==> config.mk <==
export PLATFORM = sky130hd
export DESIGN_NAME = ps2_host_tx_flat
export DESIGN_NICKNAME = d
export VERILOG_FILES = /design/src/rtl/ps2_host_tx_if.sv /design/src/rtl/ps2_host_tx.sv /design/src/flat_wrapper.sv
export SDC_FILE = /design/constraint.sdc
export NUM_CORES = 1
export LEC_CHECK = 0
export ABC_AREA = 1
export CORE_MARGIN = 1.5
export CORE_UTILIZATION = 40
export DETAILED_ROUTE_END_ITERATION = 8
export GPL_ROUTABILITY_DRIVEN = 0
export HOLD_SLACK_MARGIN = 0.08
export SLEW_MARGIN = 40
export SYNTH_ARGS = -nofsm -noshare
export SYNTH_HDL_FRONTEND = slang
export SYNTH_SLANG_ARGS = --single-unit
export TNS_END_PERCENT = 5
==> constraint.sdc <==
create_clock -name clk -period 5.2 [get_ports clk]
set_input_delay 1.04 -clock clk [delete_from_list [all_inputs] [get_ports clk]]
set_output_delay 1.04 -clock clk [all_outputs]
set_load 0.02 [all_outputs]
==> src/rtl/ps2_host_tx_if.sv <==
// Command handshake between a requester and the PS/2 host transmitter.
interface ps2_host_tx_if;
  logic       tx_valid;
  logic [7:0] tx_data;
  logic       tx_ready;
  logic       tx_done;
  logic       tx_err;
  logic       busy;

  modport master (output tx_valid, tx_data, input tx_ready, tx_done, tx_err, busy);
  modport slave  (input tx_valid, tx_data, output tx_ready, tx_done, tx_err, busy);
endinterface

==> src/rtl/ps2_host_tx.sv <==
// Host-to-device PS/2 transmitter: inhibits the bus, sends start/8 data/parity/stop
// on device-generated clocks, checks the ack bit and reports done or error.
module ps2_host_tx #(
  parameter int INHIBIT_CYCLES = 10000,
  parameter int TIMEOUT_CYCLES = 2000000
) (
  input  logic           clk,
  input  logic           rst,
  ps2_host_tx_if.slave   bus,
  input  logic           ps2_clk_i,
  input  logic           ps2_data_i,
  output logic           ps2_clk_oe,
  output logic           ps2_data_oe
);
  localparam int CNT_MAX = (TIMEOUT_CYCLES > INHIBIT_CYCLES) ? TIMEOUT_CYCLES : INHIBIT_CYCLES;
  localparam int CW      = $clog2(CNT_MAX + 1);

  typedef enum logic [2:0] {
    IDLE, INHIBIT, START, DATA, PARITY, STOP, ACK, WAIT_IDLE
  } state_t;

  state_t         state, state_nxt;
  logic           clk_s1, clk_s2, clk_s3, data_s1, data_s2;
  logic           fall, accept, inhibit_end, timeout;
  logic [7:0]     byte_q;
  logic           par_q;
  logic [2:0]     bit_cnt;
  logic [CW-1:0]  cnt;
  logic           ready_q, busy_q, done_q, err_q;
  logic           clk_oe_nxt, data_oe_nxt, done_nxt, err_nxt;

  assign fall        = clk_s2 & ~clk_s3;
  assign accept      = bus.tx_valid && ready_q;
  assign inhibit_end = (cnt == CW'(INHIBIT_CYCLES - 1));
  assign timeout     = (state inside {START, DATA, PARITY, STOP, ACK, WAIT_IDLE}) &&
                       (cnt == CW'(TIMEOUT_CYCLES - 1));

  assign bus.tx_ready = ready_q;
  assign bus.busy     = busy_q;
  assign bus.tx_done  = done_q;
  assign bus.tx_err   = err_q;

  // Pin synchronisers idle high so a reset never fakes a falling edge.
  always_ff @(posedge clk or negedge rst) begin
    if (!rst) begin
      {clk_s1, clk_s2, clk_s3, data_s1, data_s2} <= '1;
    end else begin
      clk_s1  <= ps2_clk_i;
      clk_s2  <= clk_s1;
      clk_s3  <= clk_s2;
      data_s1 <= ps2_data_i;
      data_s2 <= data_s1;
    end
  end

  always_ff @(posedge clk or negedge rst) begin
    if (!rst) begin
      state       <= IDLE;
      ps2_clk_oe  <= 1'b0;
      ps2_data_oe <= 1'b0;
      ready_q     <= 1'b1;
      busy_q      <= 1'b0;
      done_q      <= 1'b0;
      err_q       <= 1'b0;
    end else begin
      state       <= state_nxt;
      ps2_clk_oe  <= clk_oe_nxt;
      ps2_data_oe <= data_oe_nxt;
      ready_q     <= (state_nxt == IDLE);
      busy_q      <= (state_nxt != IDLE);
      done_q      <= done_nxt;
      err_q       <= err_nxt;
    end
  end

  // One counter times the inhibit phase, then restarts at START as the frame timeout.
  always_ff @(posedge clk or negedge rst) begin
    if (!rst) begin
      byte_q  <= '0;
      par_q   <= 1'b0;
      bit_cnt <= '0;
      cnt     <= '0;
    end else begin
      if (accept) begin
        byte_q <= bus.tx_data;
        par_q  <= ~^bus.tx_data;
      end
      if (state == IDLE)
        bit_cnt <= '0;
      else if (state == DATA && fall)
        bit_cnt <= bit_cnt + 3'd1;
      if (state == IDLE || state_nxt == IDLE || (state == INHIBIT && inhibit_end))
        cnt <= '0;
      else
        cnt <= cnt + CW'(1);
    end
  end

  always_comb begin
    state_nxt = state;
    if (timeout) begin
      state_nxt = IDLE;
    end else begin
      case (state)
        IDLE:      if (accept) state_nxt = INHIBIT;
        INHIBIT:   if (inhibit_end) state_nxt = START;
        START:     state_nxt = DATA;
        DATA:      if (fall && bit_cnt == 3'd7) state_nxt = PARITY;
        PARITY:    if (fall) state_nxt = STOP;
        STOP:      if (fall) state_nxt = ACK;
        ACK:       if (fall) state_nxt = data_s2 ? IDLE : WAIT_IDLE;
        WAIT_IDLE: if (clk_s2 && data_s2) state_nxt = IDLE;
        default:   state_nxt = IDLE;
      endcase
    end
  end

  // Next values of the registered outputs; data_oe is the inverse of the bit on the wire.
  always_comb begin
    clk_oe_nxt  = (state_nxt == INHIBIT) || (state_nxt == START);
    data_oe_nxt = ps2_data_oe;
    done_nxt    = 1'b0;
    err_nxt     = 1'b0;
    if (state_nxt == START) begin
      data_oe_nxt = 1'b1;
    end else if (state_nxt == IDLE) begin
      data_oe_nxt = 1'b0;
    end else if (fall) begin
      case (state)
        DATA:    data_oe_nxt = ~byte_q[bit_cnt];
        PARITY:  data_oe_nxt = ~par_q;
        STOP:    data_oe_nxt = 1'b0;
        default: data_oe_nxt = ps2_data_oe;
      endcase
    end
    err_nxt  = timeout || (state == ACK && fall && data_s2);
    done_nxt = !timeout && (state == WAIT_IDLE) && clk_s2 && data_s2;
  end
endmodule

==> src/flat_wrapper.sv <==
// flat-port wrapper written by rule: the top's interface ports become plain ports
module ps2_host_tx_flat 
#(
  parameter int INHIBIT_CYCLES = 10000,
  parameter int TIMEOUT_CYCLES = 2000000
)
  (clk, rst, ps2_clk_i, ps2_data_i, ps2_clk_oe, ps2_data_oe, bus_tx_valid, bus_tx_data, bus_tx_ready, bus_tx_done, bus_tx_err, bus_busy);
  ps2_host_tx_if bus_i ();
  input  logic clk;
  input  logic rst;
  input  logic ps2_clk_i;
  input  logic ps2_data_i;
  output logic ps2_clk_oe;
  output logic ps2_data_oe;
  input wire logic [$bits(bus_i.tx_valid)-1:0] bus_tx_valid;
  input wire logic [$bits(bus_i.tx_data)-1:0] bus_tx_data;
  output wire logic [$bits(bus_i.tx_ready)-1:0] bus_tx_ready;
  output wire logic [$bits(bus_i.tx_done)-1:0] bus_tx_done;
  output wire logic [$bits(bus_i.tx_err)-1:0] bus_tx_err;
  output wire logic [$bits(bus_i.busy)-1:0] bus_busy;
  assign bus_i.tx_valid = bus_tx_valid;
  assign bus_i.tx_data = bus_tx_data;
  assign bus_tx_ready = bus_i.tx_ready;
  assign bus_tx_done = bus_i.tx_done;
  assign bus_tx_err = bus_i.tx_err;
  assign bus_busy = bus_i.busy;
  ps2_host_tx #(.INHIBIT_CYCLES(INHIBIT_CYCLES), .TIMEOUT_CYCLES(TIMEOUT_CYCLES)) u_core (.clk(clk), .rst(rst), .bus(bus_i), .ps2_clk_i(ps2_clk_i), .ps2_data_i(ps2_data_i), .ps2_clk_oe(ps2_clk_oe), .ps2_data_oe(ps2_data_oe));
endmodule
==> parameters.txt, run 1 <==
Parameter                              Value

Layout
  Ant. Diodes    0
  Layout cell share with drive strength beyond 1    0.2329
  Synth-to-Final Area Change    11.25%
  Nets@finish    ~340

Logic synthesis
  Most common cell in the synthesized netlist    sky130_fd_sc_hd__nand2_1
  Ranking of synthesized cells by instance count    sky130_fd_sc_hd__nand2_1 (45), sky130_fd_sc_hd__dfrtp_1 (41), sky130_fd_sc_hd__nor2_1 (32), sky130_fd_sc_hd__inv_1 (30), sky130_fd_sc_hd__nor2_4 (21)
  Post-Syn Area    about 2700 um2
  Leading area contributor after synthesis    sky130_fd_sc_hd__dfrtp_1
  Share of Yosys cell area claimed by the top area cell type    0.3734
  Part of the Yosys area used for sequential elements    0.4308
  Post-Syn Instances    300
  Synth Flop Type    sky130_fd_sc_hd__dfrtp_1
  Total nets after synthesis    roughly 320
  Number of warning messages in the yosys log    0
  Number of distinct library cells after synthesis    30
  Synthesized area per cell    9.159 um2
  Top cells by area, synth    sky130_fd_sc_hd__dfrtp_1 (37%), sky130_fd_sc_hd__nor2_4 (8.6%), sky130_fd_sc_hd__nand2_1 (6.1%)
  Share of synthesized registers carrying an async set or reset    1.000
  EDFF count, synth    0
  Flip-flop and latch count after synthesis    47

Pwr
  Total design power    0.0009931 W
  Leak Pwr    between 1 and 1.5 nW
  IR Drop Worst-Case VDD    around 170 uV
  Areal power density over the cells    about 320 nW/um2

STA
  RSZ-0062 raised after global routing    false
  Largest clock skew in the final design    12.84 ps
  Actual slew at the worst max-slew pin    between 600 and 700 ps
  Smallest setup slack after layout    around 2600 ps
  Worst relative slew slack    0.5837
  Fmax    just under 400 MHz
  Total Negative Setup Slacks    0 ps
  Number of endpoints failing setup at the final stage    0
  Minimum clock period after layout    2577 ps
  Final count of pins violating max slew    0
  Ratio of final minimum period to clock period    0.4956
  Hold violation total from the final report    0

Clock tree
  Post-CTS Hold Fix Bufs    0
  TritonCTS clock tree    done
  Buffers inserted by post-CTS timing repair    0
  Clock Sinks    47
  TritonCTS buffer count    5
  Insertion delay of the later-clocked pin in the worst-skew pair    approximately 300 ps
  H-tree depth reported by CTS    2
  Clock input transition at the sequential cells of the worst setup and hold paths    around 90 ps
  Cell chosen for the clock root    sky130_fd_sc_hd__clkbuf_8
  Maximum clock insertion buffer count    2
  Resized cells post-CTS    0

Floorplanning
  Core Box Area    6719 um2
  Ports    19
  Standard-cell row count    30
  Initial cell density of the core    0.4089
  Die outline height    85.88 um
  Die span in x    about 86 um
  Die outline area    roughly 7400 um2

Worst setup path
  FF-to-FF path depth    10
  Launch point of the worst reg-to-reg path    u_core.cnt[0]
  Maximum fanout encountered on the critical timing path    21
  Type of element launching the critical path    input port
  Critical Setup Path Class    input port to flop
  Setup crit end kind    flop
  Slack of the worst reg-to-reg path    around 3000 ps
  Arrival time at the worst endpoint    2740 ps
  Required arrival time at the worst endpoint    5360 ps
  Worst R2R End    u_core.cnt[20]

Job
  Number of violations of the max-capacitance limit    0

Global route
  Via count of the first global-routing pass    ~1,900
  Global-route wire length before repair    a little under 9000 um
  Largest net degree at the start of global routing    48
  Overflow after GRT    0
  Global router's overall resource usage    0.1484
  Initial antenna violation count    0

Drt
  Via count    approximately 1,900
  Remaining design rule violation count    0
  Average routed wire per standard cell    ~12 um
  Initial drt markers    about 80
  Routed WL    a little under 5000 um
  Post-route ant nets    0
  Number of detailed-route iterations in the first pass    4
  Mean number of vias per cell    ~4.8

Placement
  Total half-perimeter wirelength after legalization and detailed placement    between 3000 and 4000 um
  Port buffer count    18
  Placement-stage worst setup slack    2282 ps

Worst hold path
  Tightest Hold Check Type    flop to flop
  Hold Crit Start    u_core.clk_s1
  Worst Hold Endpoint    u_core.clk_s2
  Number of cells traversed by the worst hold path    0

Run status
  Result of the run    complete, no violations
[per-layer routing]
metal,track usage,wire [um],up-vias,part of all wire
met2,0.2470,2363,20,0.48
met3,0.02695,117,6,0.024
met5,0,0,-,0
li1,-,-,996,-
met4,0.03959,51,0,0.010
met1,0.1998,2386,914,0.49
[worst max-delay path by stage]
stage / startpoint / endpoint
after global routing: bus_tx_valid / u_core.cnt[20]
final: bus_tx_valid / u_core.cnt[20]
after detailed placement: bus_tx_valid / u_core.cnt[20]
after CTS: bus_tx_valid / u_core.cnt[20]
after floorplan: bus_tx_valid / u_core.byte_q[1]
after global placement: bus_tx_valid / u_core.cnt[20]
[sequential cells by signal, indices dropped and copies added, names as in the netlist, 3 cells and up]
| register | count |
|---|---|
| u_core.byte_q | 8 |
| u_core.state | 3 |
| u_core.bit_cnt | 3 |
| u_core.cnt | 21 |
[worst max-delay path, cell delays in order]
cell,delay (ps)
sky130_fd_sc_hd__clkdlybuf4s50_1,400
sky130_fd_sc_hd__nand2_1,340
sky130_fd_sc_hd__nand2_1,100
sky130_fd_sc_hd__nand2_1,70
sky130_fd_sc_hd__inv_1,60
sky130_fd_sc_hd__nand2_4,80
sky130_fd_sc_hd__nand3_4,80
sky130_fd_sc_hd__nand2_4,480
sky130_fd_sc_hd__nor2_1,80
[metrics by stage]
stage	cells	hold WS, ps	utilization	instance area (um2)
floorplan	300	345.2	-	2748
global placement	394	347.3	0.4417	2968
detailed placement	394	348.2	0.4421	2970
CTS	402	361.4	0.4549	3057
global route	402	363.7	0.4549	3057
finish	402	359.0	0.4549	3057
[area by class of cell]
type | count | area (um2)
fillers | 656 | 3662
multi-input cells | 210 | 1363
flip-flops and latches | 47 | 1184
repair buffers | 18 | 177.7
inverters | 39 | 146.4
well taps | 80 | 100.1
clock buffers | 6 | 72.57
clock inverters | 2 | 13.76
[placed cells by master (no fill, tap or decap)]
cell type                         Yosys  routed
sky130_fd_sc_hd__nand2_1             45      45
sky130_fd_sc_hd__dfrtp_1             41      41
sky130_fd_sc_hd__nor2_1              32      32
sky130_fd_sc_hd__inv_1               30      30
sky130_fd_sc_hd__nor2_4              21      21
sky130_fd_sc_hd__nand3_1             20      20
sky130_fd_sc_hd__clkdlybuf4s50_1      0      17
sky130_fd_sc_hd__xor2_1              15      15
sky130_fd_sc_hd__xnor2_1             10      10
sky130_fd_sc_hd__nand4_1              9       9
sky130_fd_sc_hd__inv_2                9       9
sky130_fd_sc_hd__o21ai_0              9       9
sky130_fd_sc_hd__nand2_2              8       8
sky130_fd_sc_hd__mux2_2               7       7
sky130_fd_sc_hd__nor3_1               6       6
sky130_fd_sc_hd__dfstp_2              6       6
sky130_fd_sc_hd__nand3_2              5       5
sky130_fd_sc_hd__clkbuf_8             0       5
sky130_fd_sc_hd__nand2_4              4       4
sky130_fd_sc_hd__nor2_2               3       3
sky130_fd_sc_hd__o211ai_1             3       3
sky130_fd_sc_hd__ha_1                 3       3
sky130_fd_sc_hd__nor3_2               2       2
sky130_fd_sc_hd__o31ai_1              2       2
sky130_fd_sc_hd__nor4_1               2       2
sky130_fd_sc_hd__a21oi_2              1       1
sky130_fd_sc_hd__o21ai_1              1       1
sky130_fd_sc_hd__nand3_4              1       1
sky130_fd_sc_hd__a21oi_1              1       1
sky130_fd_sc_hd__clkinv_2             0       1
sky130_fd_sc_hd__clkinv_4             0       1
sky130_fd_sc_hd__clkbuf_1             1       1
sky130_fd_sc_hd__buf_4                0       1
[where the power goes]
group	internal [W]	switching, W	total [W]	leakage (nW)
sequential	0.000428	0.0000389	0.000467	0.608
clock	0.0000951	0.000123	0.000218	0.0452
combinational	0.000108	0.000200	0.000309	0.687
[cells by family after synthesis]
| family | count (synthesis) | share of synthesized area |
|---|---|---|
| and+or+nand+nor | 158 | 0.3370 |
| DFF | 47 | 0.4308 |
| buffers and inverters | 43 | 0.07331 |
| xor gates and xnor gates | 25 | 0.07969 |
| AOI/OAI and AO/OA | 17 | 0.03688 |
| muxes | 7 | 0.02869 |
| adders and majority gates | 3 | 0.01366 |
Note: power is estimated with default switching activity, not from simulation.
==> inputs of run 2 (changes only) <==
==> constraint.sdc (replaced) <==
create_clock -name clk -period 2.5 [get_ports clk]
set_input_delay 0.5 -clock clk [delete_from_list [all_inputs] [get_ports clk]]
set_output_delay 0.5 -clock clk [all_outputs]
set_load 0.02 [all_outputs]
==> run 2 against run 1 <==
Compared with the run above:
- final area grew 2.1%
- final cell count grew 1.0%
- critical path type is now flop to flop
- clock skew shrank 1.6 ps
- global-route usage grew 0.48 points
- combinational power grew 140%
- flip-flop and latch count is the same
- largest cell class unchanged
- largest power group unchanged
- utilization grew 0.97 points
- critical path depth grew 2
- hold slack lost 79 ps
- highest routed layer unchanged
- via count grew 3.5%
- clock-buffer cell count is the same
- register-to-register slack lost 2600 ps
==> parameters.txt, run 2 (synthesis results as in run 1) <==
Parameter                              Value

STA
  Number of endpoints failing setup at the final stage    0 (unchanged)
  Worst relative slew slack    0.6087 (was 0.5837)
  Worst slack on hold paths    280.5 ps (was 359.0 ps)
  RSZ-0062 raised after global routing    false (unchanged)
  Final count of pins violating max slew    0 (unchanged)
  Ratio of final minimum period to clock period    0.8187
  Smallest setup slack after layout    453.2 ps (was 2623 ps)
  Actual slew at the worst max-slew pin    586.9 ps (was 623.8 ps)
  Total Negative Setup Slacks    0 ps (unchanged)
  Largest clock skew in the final design    11.23 ps (was 12.84 ps)
  Minimum clock period after layout    2047 ps
  Hold violation total from the final report    0 (unchanged)
  Fmax    just under 500 MHz

Pwr
  Share of total power in the clock network    0.224 (was 0.219)
  Int Power    0.001412 W (was 0.0006311 W)
  Power share of the sequential group    0.441 (was 0.470)
  Leak Pwr    1.371 nW (was 1.340 nW)
  Areal power density over the cells    702.6 nW/um2 (was 324.9 nW/um2)
  Combinational cell fraction of total power    0.335 (was 0.311)
  IR Drop Worst-Case VDD    317.4 uV (was 168.3 uV)
  Net Switching    0.0007817 W (was 0.0003620 W)
  Fraction of power spent switching nets    0.3564 (was 0.3645)

Worst setup path
  Required arrival time at the worst endpoint    2700 ps (was 5360 ps)
  Maximum fanout encountered on the critical timing path    9 (was 21)
  Critical Setup Path Class    flop to flop (was input port to flop)
  Launch point of the worst reg-to-reg path    u_core.cnt[0] (unchanged)
  Worst R2R End    u_core.cnt[20] (unchanged)
  Slack of the worst reg-to-reg path    450 ps (was 3010 ps)
  Type of element launching the critical path    flop (was input port)
  Arrival time at the worst endpoint    2240 ps (was 2740 ps)
  FF-to-FF path depth    11 (was 10)
  Setup crit end kind    flop (unchanged)

Global route
  Global route hottest layer    met2 (unchanged)
  Largest net degree at the start of global routing    48 (unchanged)
  Met3 demand-to-capacity share in global routing    0.02502 (was 0.02695)
  Global-route met1 utilization    0.1990 (was 0.1998)
  Met2 routing resource usage after global routing    0.2520 (was 0.2470)
  Global-route wire length before repair    8901 um (was 8783 um)
  Global router's overall resource usage    0.1532 (was 0.1484)
  Via count of the first global-routing pass    1,989 (was 1,883)
  Overflow after GRT    0 (unchanged)
  Initial antenna violation count    0 (unchanged)

Layout
  Commonest non-fill, non-tap cells in the layout    sky130_fd_sc_hd__nand2_1 (45), sky130_fd_sc_hd__dfrtp_1 (41), sky130_fd_sc_hd__nor2_1 (32) (unchanged)
  Fillcell total    644 (was 656)
  Registers with the highest flip-flop counts    u_core.cnt (21), u_core.byte_q (8) (unchanged)
  Nets@finish    341 (was 337)
  Synth-to-Final Area Change    13.62% (was 11.25%)
  Reg with most FFs    u_core.cnt (unchanged)
  Max reg flops    21 (unchanged)
  Most common cell after layout, fill and taps aside    sky130_fd_sc_hd__nand2_1 (unchanged)
  Layout cell share with drive strength beyond 1    0.2454 (was 0.2329)
  Post-route design area    3122 um2 (was 3057 um2)
  Ant. Diodes    0 (unchanged)

Drt
  Post-route ant nets    0 (unchanged)
  Mean number of vias per cell    4.933 (was 4.816)
  Routed WL    5021 um (was 4918 um)
  Initial drt markers    73 (was 81)
  Via count    2,003 (was 1,936)
  Average routed wire per standard cell    12.37 um (was 12.23 um)
  Number of detailed-route iterations in the first pass    4 (unchanged)
  Remaining design rule violation count    0 (unchanged)

Floorplanning
  Core Box Area    6719 um2 (unchanged)
  Initial cell density of the core    0.4089 (unchanged)
  Ports    19 (unchanged)
  Die outline area    7375 um2 (unchanged)
  Die outline height    85.88 um (unchanged)
  Die span in x    85.88 um (unchanged)
  Standard-cell row count    30 (unchanged)

Clock tree
  TritonCTS clock tree    done (unchanged)
  Buffers inserted by post-CTS timing repair    0 (unchanged)
  Cell chosen for the clock root    sky130_fd_sc_hd__clkbuf_8 (unchanged)
  TritonCTS buffer count    5 (unchanged)
  Resized cells post-CTS    0 (unchanged)
  H-tree depth reported by CTS    2 (unchanged)
  Clock Sinks    47 (unchanged)
  Insertion delay of the later-clocked pin in the worst-skew pair    310 ps (was 300 ps)
  Maximum clock insertion buffer count    2 (unchanged)
  Clock input transition at the sequential cells of the worst setup and hold paths    100 ps (was 90 ps)
  Post-CTS Hold Fix Bufs    0 (unchanged)

Placement
  Placement-stage worst setup slack    449.5 ps (was 2282 ps)
  Port buffer count    18 (unchanged)
  Placed cell area    3023 um2 (was 2970 um2)
  Total half-perimeter wirelength after legalization and detailed placement    3867 um (was 3687 um)

Worst hold path
  Tightest Hold Check Type    input port to asynchronous set/reset pin (was flop to flop)

Run status
  Result of the run    complete, no violations (unchanged)

Job
  Number of violations of the max-capacitance limit    0 (unchanged)
## run 2: cell count changes in the layout (fill, tap and decap cells not counted)
cell                         change
sky130_fd_sc_hd__buf_12          +2
sky130_fd_sc_hd__buf_2           +1
sky130_fd_sc_hd__buf_4           +1
sky130_fd_sc_hd__clkbuf_1        -1
sky130_fd_sc_hd__clkbuf_8        +1
sky130_fd_sc_hd__clkinv_2        -1
sky130_fd_sc_hd__clkinvlp_4      +1
## run 2: worst max-delay path by stage
stage,startpoint,slack (ps),endpoint,cells past startpoint
after floorplan,u_core.cnt[0],800,u_core.cnt[14],11
after global placement,u_core.cnt[0],480,u_core.cnt[20],11
after detailed placement,u_core.cnt[0],450,u_core.cnt[20],11
after CTS,u_core.cnt[0],430,u_core.cnt[20],11
after global routing,u_core.cnt[0],270,u_core.cnt[20],11
final,u_core.cnt[0],450,u_core.cnt[20],11
## run 2: cell type report
class / instances / area (um2) / area share
Multi-Input combinational cell: 210 / 1363 / 0.4365
Sequential cell: 47 / 1184 / 0.3792
Timing Repair Buffer: 22 / 230.2 / 0.07375
Inverter: 39 / 146.4 / 0.04689
Tap cell: 80 / 100.1 / 0.03206
Clock buffer: 6 / 82.58 / 0.02645
Clock inverter: 2 / 16.27 / 0.005210
## run 2: per-stage QoR
| step | utilization | total power, W | std cells |
|---|---|---|---|
| after CTS | 0.4646 | 0.002234 | 406 |
| after detailed placement | 0.4499 | 0.001733 | 398 |
| final | 0.4646 | 0.002193 | 406 |
| after floorplan | - | 0.001532 | 300 |
| after global routing | 0.4646 | 0.002328 | 406 |
| after global placement | 0.4499 | 0.001727 | 398 |
## run 2: metal layers
metal | vias up | wire length, um
met3 | 12 | 142
met5 | - | 0
met2 | 34 | 2435
met4 | 0 | 112
met1 | 946 | 2331
li1 | 1011 | -
## run 2: critical path, stage by stage (launching register included)
cell	delay, ps
sky130_fd_sc_hd__dfrtp_1	440
sky130_fd_sc_hd__ha_1	230
sky130_fd_sc_hd__nand3_2	180
sky130_fd_sc_hd__nor3_2	160
sky130_fd_sc_hd__nand3_2	140
sky130_fd_sc_hd__nand2_2	90
sky130_fd_sc_hd__inv_2	60
sky130_fd_sc_hd__nand2_4	80
sky130_fd_sc_hd__nand3_4	100
sky130_fd_sc_hd__nand2_4	200
sky130_fd_sc_hd__buf_12	200
sky130_fd_sc_hd__nor2_1	50
## run 2: power by group through the flow
stage | logic, W | registers, W | clock network [W]
finish | 0.000735 | 0.000967 | 0.000491
global route | 0.000803 | 0.000979 | 0.000546
CTS | 0.000752 | 0.000968 | 0.000513
detailed placement | 0.000750 | 0.000983 | 0
global placement | 0.000743 | 0.000984 | 0
floorplan | 0.000541 | 0.000990 | 0
